==> src/rtl/rsa_pkg.sv <==
// Shared types and width helpers for the sequential RSA key generator.
// Parameter-dependent sizes are exposed as functions so each module derives them from its own WIDTH.
package rsa_pkg;

    typedef enum logic [2:0] {
        IDLE,
        INIT,
        ITER,
        FIX,
        DONE
    } state_e;

    // Width of the signed Bezout coefficients t0/t1.
    function automatic int tw(input int width);
        return 2 * width + 2;
    endfunction

    function automatic int default_max_iter(input int width);
        return 3 * width + 2;
    endfunction

endpackage

==> src/rtl/euclid_step.sv <==
// One extended-Euclid step: quotient and remainder of a/b, plus t_next = t0 - q*t1.
// The caller never presents b == 0 while it uses the results.
module euclid_step #(
    parameter int W2 = 8,
    parameter int TW = 10
) (
    input  logic        [W2-1:0] a,
    input  logic        [W2-1:0] b,
    input  logic signed [TW-1:0] t0,
    input  logic signed [TW-1:0] t1,
    output logic        [W2-1:0] rem,
    output logic signed [TW-1:0] t_next
);

    logic        [W2-1:0] quot;
    logic signed [TW-1:0] quot_ext;

    // The low TW bits of the full-width product equal the TW-wide product,
    // so truncating before multiplying gives the same t_next.
    always_comb begin
        quot     = a / b;
        rem      = a % b;
        quot_ext = {{(TW - W2){1'b0}}, quot};
        t_next   = t0 - quot_ext * t1;
    end

endmodule

==> src/rtl/rsa_keygen_seq.sv <==
// Sequential RSA key generator: N = P*Q and D = E^-1 mod (P-1)(Q-1),
// using one extended-Euclid step per clock behind a busy/valid handshake.
module rsa_keygen_seq
    import rsa_pkg::*;
#(
    parameter int WIDTH    = 4,
    parameter int MAX_ITER = default_max_iter(WIDTH)
) (
    input  logic                 clk,
    input  logic                 rst,
    input  logic                 in_valid,
    input  logic [WIDTH-1:0]     in_p,
    input  logic [WIDTH-1:0]     in_q,
    input  logic [2*WIDTH-1:0]   in_e,
    output logic                 busy,
    output logic                 out_valid,
    output logic [2*WIDTH-1:0]   out_n,
    output logic [2*WIDTH-1:0]   out_d,
    output logic                 err
);

    localparam int W2 = 2 * WIDTH;
    localparam int TW = tw(WIDTH);
    localparam int IW = $clog2(MAX_ITER + 1);

    state_e                state_q, state_d;
    logic [WIDTH-1:0]      p_q, p_d, qp_q, qp_d;
    logic [W2-1:0]         e_q, e_d, n_q, n_d, phi_q, phi_d;
    logic [W2-1:0]         r0_q, r0_d, r1_q, r1_d;
    logic signed [TW-1:0]  t0_q, t0_d, t1_q, t1_d;
    logic [IW-1:0]         it_q, it_d;
    logic                  busy_q, busy_d, out_valid_q, out_valid_d, err_q, err_d;
    logic [W2-1:0]         out_n_q, out_n_d, out_d_q, out_d_d;

    logic [W2-1:0]         n_c, phi_c, rem;
    logic signed [TW-1:0]  t_next;

    euclid_step #(.W2(W2), .TW(TW)) u_step (
        .a      (r0_q),
        .b      (r1_q),
        .t0     (t0_q),
        .t1     (t1_q),
        .rem    (rem),
        .t_next (t_next)
    );

    // NOTE: every signal gets its default before the case so no path leaves one unassigned (no latches).
    always_comb begin
        state_d     = state_q;
        p_d         = p_q;
        qp_d        = qp_q;
        e_d         = e_q;
        n_d         = n_q;
        phi_d       = phi_q;
        r0_d        = r0_q;
        r1_d        = r1_q;
        t0_d        = t0_q;
        t1_d        = t1_q;
        it_d        = it_q;
        out_valid_d = 1'b0;
        out_n_d     = '0;
        out_d_d     = '0;
        err_d       = 1'b0;

        n_c   = {{WIDTH{1'b0}}, p_q} * {{WIDTH{1'b0}}, qp_q};
        phi_c = ({{WIDTH{1'b0}}, p_q} - W2'(1)) * ({{WIDTH{1'b0}}, qp_q} - W2'(1));

        case (state_q)
            IDLE: begin
                if (in_valid) begin
                    p_d     = in_p;
                    qp_d    = in_q;
                    e_d     = in_e;
                    state_d = INIT;
                end
            end
            INIT: begin
                n_d   = n_c;
                phi_d = phi_c;
                r0_d  = phi_c;
                r1_d  = e_q;
                t0_d  = '0;
                t1_d  = TW'(1);
                it_d  = '0;
                if (p_q < WIDTH'(2) || qp_q < WIDTH'(2)) begin
                    state_d     = DONE;
                    out_valid_d = 1'b1;
                    out_n_d     = n_c;
                    err_d       = 1'b1;
                end else if (e_q == '0) begin
                    state_d = FIX;
                end else begin
                    state_d = ITER;
                end
            end
            ITER: begin
                if (it_q == IW'(MAX_ITER)) begin
                    state_d     = DONE;
                    out_valid_d = 1'b1;
                    out_n_d     = n_q;
                    err_d       = 1'b1;
                end else begin
                    r0_d = r1_q;
                    r1_d = rem;
                    t0_d = t1_q;
                    t1_d = t_next;
                    it_d = it_q + IW'(1);
                    // Leave as soon as the new remainder is zero so FIX follows the last step directly.
                    if (rem == '0) state_d = FIX;
                end
            end
            FIX: begin
                state_d     = DONE;
                out_valid_d = 1'b1;
                out_n_d     = n_q;
                if (r0_q != W2'(1)) begin
                    err_d = 1'b1;
                end else begin
                    out_d_d = t0_q[W2-1:0] + (t0_q[TW-1] ? phi_q : '0);
                end
            end
            DONE:    state_d = IDLE;
            default: state_d = IDLE;
        endcase

        busy_d = (state_d == INIT) || (state_d == ITER) || (state_d == FIX);
    end

    // NOTE: sequential state uses non-blocking assignments only, so all flops update together.
    always_ff @(posedge clk) begin
        if (rst) begin
            state_q     <= IDLE;
            p_q         <= '0;
            qp_q        <= '0;
            e_q         <= '0;
            n_q         <= '0;
            phi_q       <= '0;
            r0_q        <= '0;
            r1_q        <= '0;
            t0_q        <= '0;
            t1_q        <= '0;
            it_q        <= '0;
            busy_q      <= 1'b0;
            out_valid_q <= 1'b0;
            out_n_q     <= '0;
            out_d_q     <= '0;
            err_q       <= 1'b0;
        end else begin
            state_q     <= state_d;
            p_q         <= p_d;
            qp_q        <= qp_d;
            e_q         <= e_d;
            n_q         <= n_d;
            phi_q       <= phi_d;
            r0_q        <= r0_d;
            r1_q        <= r1_d;
            t0_q        <= t0_d;
            t1_q        <= t1_d;
            it_q        <= it_d;
            busy_q      <= busy_d;
            out_valid_q <= out_valid_d;
            out_n_q     <= out_n_d;
            out_d_q     <= out_d_d;
            err_q       <= err_d;
        end
    end

    assign busy      = busy_q;
    assign out_valid = out_valid_q;
    assign out_n     = out_n_q;
    assign out_d     = out_d_q;
    assign err       = err_q;

endmodule

==> config.mk <==
export PLATFORM = sky130hd
export DESIGN_NAME = rsa_keygen_seq
export DESIGN_NICKNAME = d
export VERILOG_FILES = /design/src/rtl/rsa_pkg.sv /design/src/rtl/euclid_step.sv /design/src/rtl/rsa_keygen_seq.sv
export SDC_FILE = /design/constraint.sdc
export NUM_CORES = 1
export LEC_CHECK = 0
export ABC_AREA = 1
export ABC_CLOCK_PERIOD_IN_PS = 12700
export CAP_MARGIN = 20
export CORE_MARGIN = 1
export CORE_UTILIZATION = 53
export CTS_BUF_LIST = sky130_fd_sc_hd__clkbuf_4
export DETAILED_ROUTE_END_ITERATION = 8
export PLACE_DENSITY = 0.7
export SYNTH_ARGS = -nofsm -noshare
export SYNTH_HDL_FRONTEND = slang
export SYNTH_SLANG_ARGS = --single-unit
==> constraint.sdc <==
create_clock -name clk -period 12.7 [get_ports clk]
set_clock_uncertainty 0.2 [all_clocks]
set_input_delay 1.905 -clock clk [delete_from_list [all_inputs] [get_ports clk]]
set_output_delay 1.905 -clock clk [all_outputs]
set_load 0.03 [all_outputs]
======== After elaboration in Yosys (flattened, before gate mapping) ========
Cells that the tools add are included.
W data, S select, Z words.
cells by class
  $add $sub $neg .......................... 5
  $mul .................................... 3
  divide/modulo/power cells ............... 2
  magnitude comparators ................... 2
  equal/unequal tests ..................... 9
  multiplexer cells ....................... 25
  bitwise logic cells ..................... 1
  reductions and logical operators ........ 10
operators by type and width
  kind                   number
  $mux W8                5
  $pmux W10 S2           2
  $pmux W8 S2            2
  $pmux W8 S3            1
  $mux W10               2
  $logic_not A8 Y1       2
  $eq A3 B2 Y1 const B   4
  $mux W3                4
  $pmux W3 S4            1
  $mul A9 B10 Y10        1
  $sub A10 B10 Y10       1
  $sub A4 B1 Y5 const B  2
  $add A8 B8 Y8          1
  $div A8 B8 Y8          1
  $lt A4 B2 Y1 const B   2
  $mod A8 B8 Y8          1
  $mul A4 B4 Y8          1
  $mul A5 B5 Y8          1
  $ne A8 B1 Y1 const B   1
  $pmux W4 S2            1
  $eq A3 B1 Y1 const B   2
  $pmux W1 S3            2
  $add A4 B1 Y4 const B  1
  $eq A4 B4 Y1 const B   1
  9 further kinds        15
storage, ports and cells
  flip-flop bits (word level) ............. 94
  input bits .............................. 19
  output and inout port bits .............. 19
  word-level logic and storage cells ...... 73

======== Logic depth before layout (Yosys ltp) ========
  depth in word-level cells ............... 8
  gate-level depth with buffers ........... 89
  gate-level depth less buffers ........... 88

======== Cells and area by module ========
From an unflattened synthesis, not the netlist that was laid out.
second synthesis, totals
  cells, all modules ...................... 1284
  area total of the unflattened synthesis .. 9016.1 um^2
modules (own cells, without submodules)
  module          times used  cells each  area an instance (um^2)  seq. area each (um^2)
  rsa_keygen_seq  1           680         5187.5                   1881.8
  euclid_step     1           604         3828.7                   0.0

======== Least setup slack after synthesis ========
OpenSTA, ideal clock, no wires.
  path kind ............................... reg-to-reg
  start ................................... register r1_q[0]
  end ..................................... register t1_q[9]
  library setup time ...................... 0.131 ns
  arrival ................................. 11.330 ns
  setup slack ............................. 1.040 ns
  cell stages (with the launch flop) ...... 83
  buffers on the path ..................... 2
  period minus slack after synthesis ...... 11.660 ns
  cell sequence ........................... dfxtp_1 > inv_1 > ha_1 > or2_2 > nand3_1 > nand2_1 > nand2_1 > inv_1 > ha_1 > o21ai_0 > nand2_1 > nand2_2 > nand2_1 > o21ai_1 > ha_1 > nand2_1 > nand3_1 > nand2_1 > [47 not listed] > fa_1 > inv_1 > fa_1 > fa_1 > inv_1 > ha_1 > inv_1 > nor4_1 > nand2_1 > o311ai_0 > a31o_2 > inv_1 > nand2_1 > nand2_1 > nand2_1 > nand2_1 > nand2_1 > a21oi_2
on the way
  cells in the longest elaborated chain, start to end .. 5
RTL lines
  item                      line                   text
  start: declaration        rsa_keygen_seq.sv:29   logic [W2-1:0] r0_q, r0_d, r1_q, r1_d;
  start signal: assignment  rsa_keygen_seq.sv:156  r1_q <= r1_d;
  $div A8 B8 Y8             euclid_step.sv:21      quot = a / b;
  $mul A9 B10 Y10           euclid_step.sv:24      t_next = t0 - quot_ext * t1;
  $sub A10 B10 Y10          euclid_step.sv:24
  $mux W10                  rsa_keygen_seq.sv:97   if (it_q == IW'(MAX_ITER)) begin
  $pmux W10 S2              rsa_keygen_seq.sv:68   case (state_q)
  end signal: assignment    rsa_keygen_seq.sv:158  t1_q <= t1_d;
  end: declaration          rsa_keygen_seq.sv:30   logic signed [TW-1:0] t0_q, t0_d, t1_q, t1_d;
No other way between the ends. The select of a mux whose other input is x is not followed.
A chain may end at the register's enable or synchronous reset.

======== Worst setup path in the final report ========
Ends and elaborated chain as after synthesis.

==> flow_summary.toml <==
[detailed_routing]
ant_nets = 0
post_drt_wl_per_cell_microns = 14.26
dr.pass1.iters = 5
wirelength_mm = 22.22
num_vias = 8106
vias_per_cell = 5.203
drt_iter0_drc = 501
drc = 0

[setup_path]
slowest_delay_ns = 0.55
critPathMaxFanout = 8
startpoint = "r1_q[0]$_SDFFE_PP0P_"
worstSetupStartpointType = "flip-flop"
ff2ff_path_depth = 78
worst_setup_path_end_kind = "flip-flop"
r2r_slack_ns = 0.67
cp_slowest_cell = "fa_1"
path_class = "flip-flop to flip-flop"
r2r-end = "t1_q[9]$_SDFFE_PP0P_"
timing.rr.start = "r1_q[0]$_SDFFE_PP0P_"
critPathCapture = "t1_q[9]$_SDFFE_PP0P_"
worstPathArrival_ns = 12.26
cp.required_ns = 12.93
crit_path_frequent_cell = "nand2_1"

[floorplan]
die_w_microns = 132.6
dieArea_sq_mm = 0.01759
start_util_pct = 54.33
num_rows = 47
ioPinCount = 38
core_sq_mm = 0.01664
die_h_microns = 132.6

[run_status]
status = "complete, no violations"

[finish]
nFillCells = 1562
nets = 1506
synthToLayoutAreaGrowth_pct = 12.16
drive_gt1_share_pct = 9.940
antenna_cells = 0
final_util_pct = 60.94

[cts]
clkSlewWorstSetupHoldPaths_ns = 0.17
cts.path.max_buffers = 2
cts_tree = "done"
clkSinkCount = 94
cts-root-buf = "clkbuf_4"
htreeDepth = 3
clkLatencyLatePin_ns = 0.48
cts_buffers = 9

[sta]
hold_violations = 0
whs_ns = 0.2756
fin_crit_sh_pct = 94.73
slew_viol_final = 0
period_minus_slack_ns = 12.03
slew_headroom_pct = 44.69
fmax_mhz = 83.12
tightest_slew_ns = 0.8272
setup_viol = 0
tns_ns = 0

[yosys]
yosys.cell_count.top_type = "nand2_1"
synth_top_area_share_pct = 20.81
synth_top_area_cell = "dfxtp_1"
synth_cell_types = 54
synth_nets = 1468
synth_async_sr_flop_share_pct = 0
synthCells = 1297
synth-main-ff-cell = "dfxtp_1"
synth_edf_count = 0
ys_seq_area_share_pct = 20.81
yosys_warnings = 0
ys_ff_latch = 94
syn_area_per_cell_sq_um = 6.971
ys_top_cells_by_count = "287 x nand2_1, 224 x inv_1, 104 x nor2_1, 102 x ha_1, 94 x dfxtp_1"
netlist_area_sq_mm = 0.009041
synthTopCellsByArea = "dfxtp_1 21%, ha_1 14%, nand2_1 12%"

[global_route]
overflow = 0
antenna_found_initial = 0
track_usage_pct = 25.97
grt_max_degree = 42
grt_pass1_wl_mm = 36.65
grt_pass1_vias = 7671

[worst_hold_path]
worstHoldPathType = "flip-flop to flip-flop"
worstHoldPathCells = 2

[placed_design]
numPortBuffers = 37
hpwlAfterDp_mm = 17.43
gp_congestion = 0.9014

[run]
maxCapViolations = 0
==> sequential cells by signal, indices dropped and copies added, names as in the netlist <==
signal	count
phi_q	8
it_q	4
state_q	3
qp_q	4
t0_q	10
t1_q	10
out_n	8
r0_q	8
e_q	8
out_valid	1
r1_q	8
busy	1
out_d	8
err	1
p_q	4
n_q	8
==> how the worst min path moves through the flow <==
| stage | to | slack, ns | startpoint |
|---|---|---|---|
| detailed placement | phi_q[3]$_SDFFE_PP0P_ | 0.26 | phi_q[3]$_SDFFE_PP0P_ |
| floorplan | n_q[1]$_SDFFE_PP0P_ | 0.25 | n_q[1]$_SDFFE_PP0P_ |
| global placement | n_q[4]$_SDFFE_PP0P_ | 0.25 | n_q[4]$_SDFFE_PP0P_ |
| CTS | phi_q[2]$_SDFFE_PP0P_ | 0.28 | phi_q[2]$_SDFFE_PP0P_ |
| finish | phi_q[3]$_SDFFE_PP0P_ | 0.28 | phi_q[3]$_SDFFE_PP0P_ |
| global route | phi_q[2]$_SDFFE_PP0P_ | 0.29 | phi_q[2]$_SDFFE_PP0P_ |
==> area by class of cell <==
| cell class | instances | area [sq um] | area share (%) |
|---|---|---|---|
| repair buffers | 70 | 625.6 | 6.169 |
| multi-input cells | 927 | 6352 | 62.64 |
| clock buffers | 9 | 67.56 | 0.6663 |
| inverters | 233 | 877.1 | 8.649 |
| clock inverters | 5 | 60.06 | 0.5922 |
| flip-flops and latches | 94 | 1883 | 18.57 |
| well taps | 220 | 275.3 | 2.714 |
==> cell usage in the layout (no fill, tap or decap), types with 12 or more instances in the layout <==
master,instances
o21ai_0,60
xor2_1,33
clkdlybuf4s50_1,37
buf_4,31
nor2_1,102
nand3_1,76
ha_1,94
fa_1,49
a21oi_1,75
nand2_2,12
dfxtp_1,93
nand2_1,279
or2_2,12
inv_1,219
==> cell families after synthesis <==
| group | count (synthesis) | share of synthesized area, % |
|---|---|---|
| AO/OA/AOI/OAI | 190 | 11.79 |
| multiplexers | 1 | 0.1107 |
| buffers and inverters | 276 | 11.71 |
| AND/OR/NAND/NOR | 543 | 26.42 |
| flip-flops | 94 | 20.81 |
| adder cells (fa/ha/maj) | 152 | 25.19 |
| XOR/XNOR | 41 | 3.972 |
==> layer usage <==
metal	vias up	part of all wire (%)	wire length, microns	GRT usage, %
li1	4196	-	-	-
met4	0	2.3	522	7.471
met1	3689	46	10220	33.78
met3	37	4.1	913	3.755
met5	-	0	0	0
met2	184	48	10560	44.65
==> per-stage QoR <==
stage          instances  cell area, sq um  worst slack (ns)
2_1_floorplan       1297              9041             1.040
3_3_place_gp        1523              9595            0.3419
3_5_place_dp        1523              9595          -0.08354
4_1_cts             1540              9753           0.01016
5_1_grt             1558             10140          -0.08593
6_report            1558             10140            0.6698
==> worst max-delay path, delay by kind of cell, from the launching register on <==
kind            cells  cell delay (ns)
simple gates       43             5.13
flops               1             0.39
buf+inv            14             1.01
compound gates      9             1.02
fa+ha+maj          12             4.23
==> repair_timing <==
item                                    in CTS  in global routing
gates resized for setup                      1                 54
hold buffers                                 0                  0
endpoints found under the setup margin       2                  9
setup buffers                                3                 18
cloned                                       0                  0
hold endpoints to repair                     0                  0
pin swaps                                    1                 18
Power is left out: the tool's default activity adds up to more than one toggle a clock period on the data nets, which glitch-free logic cannot reach.
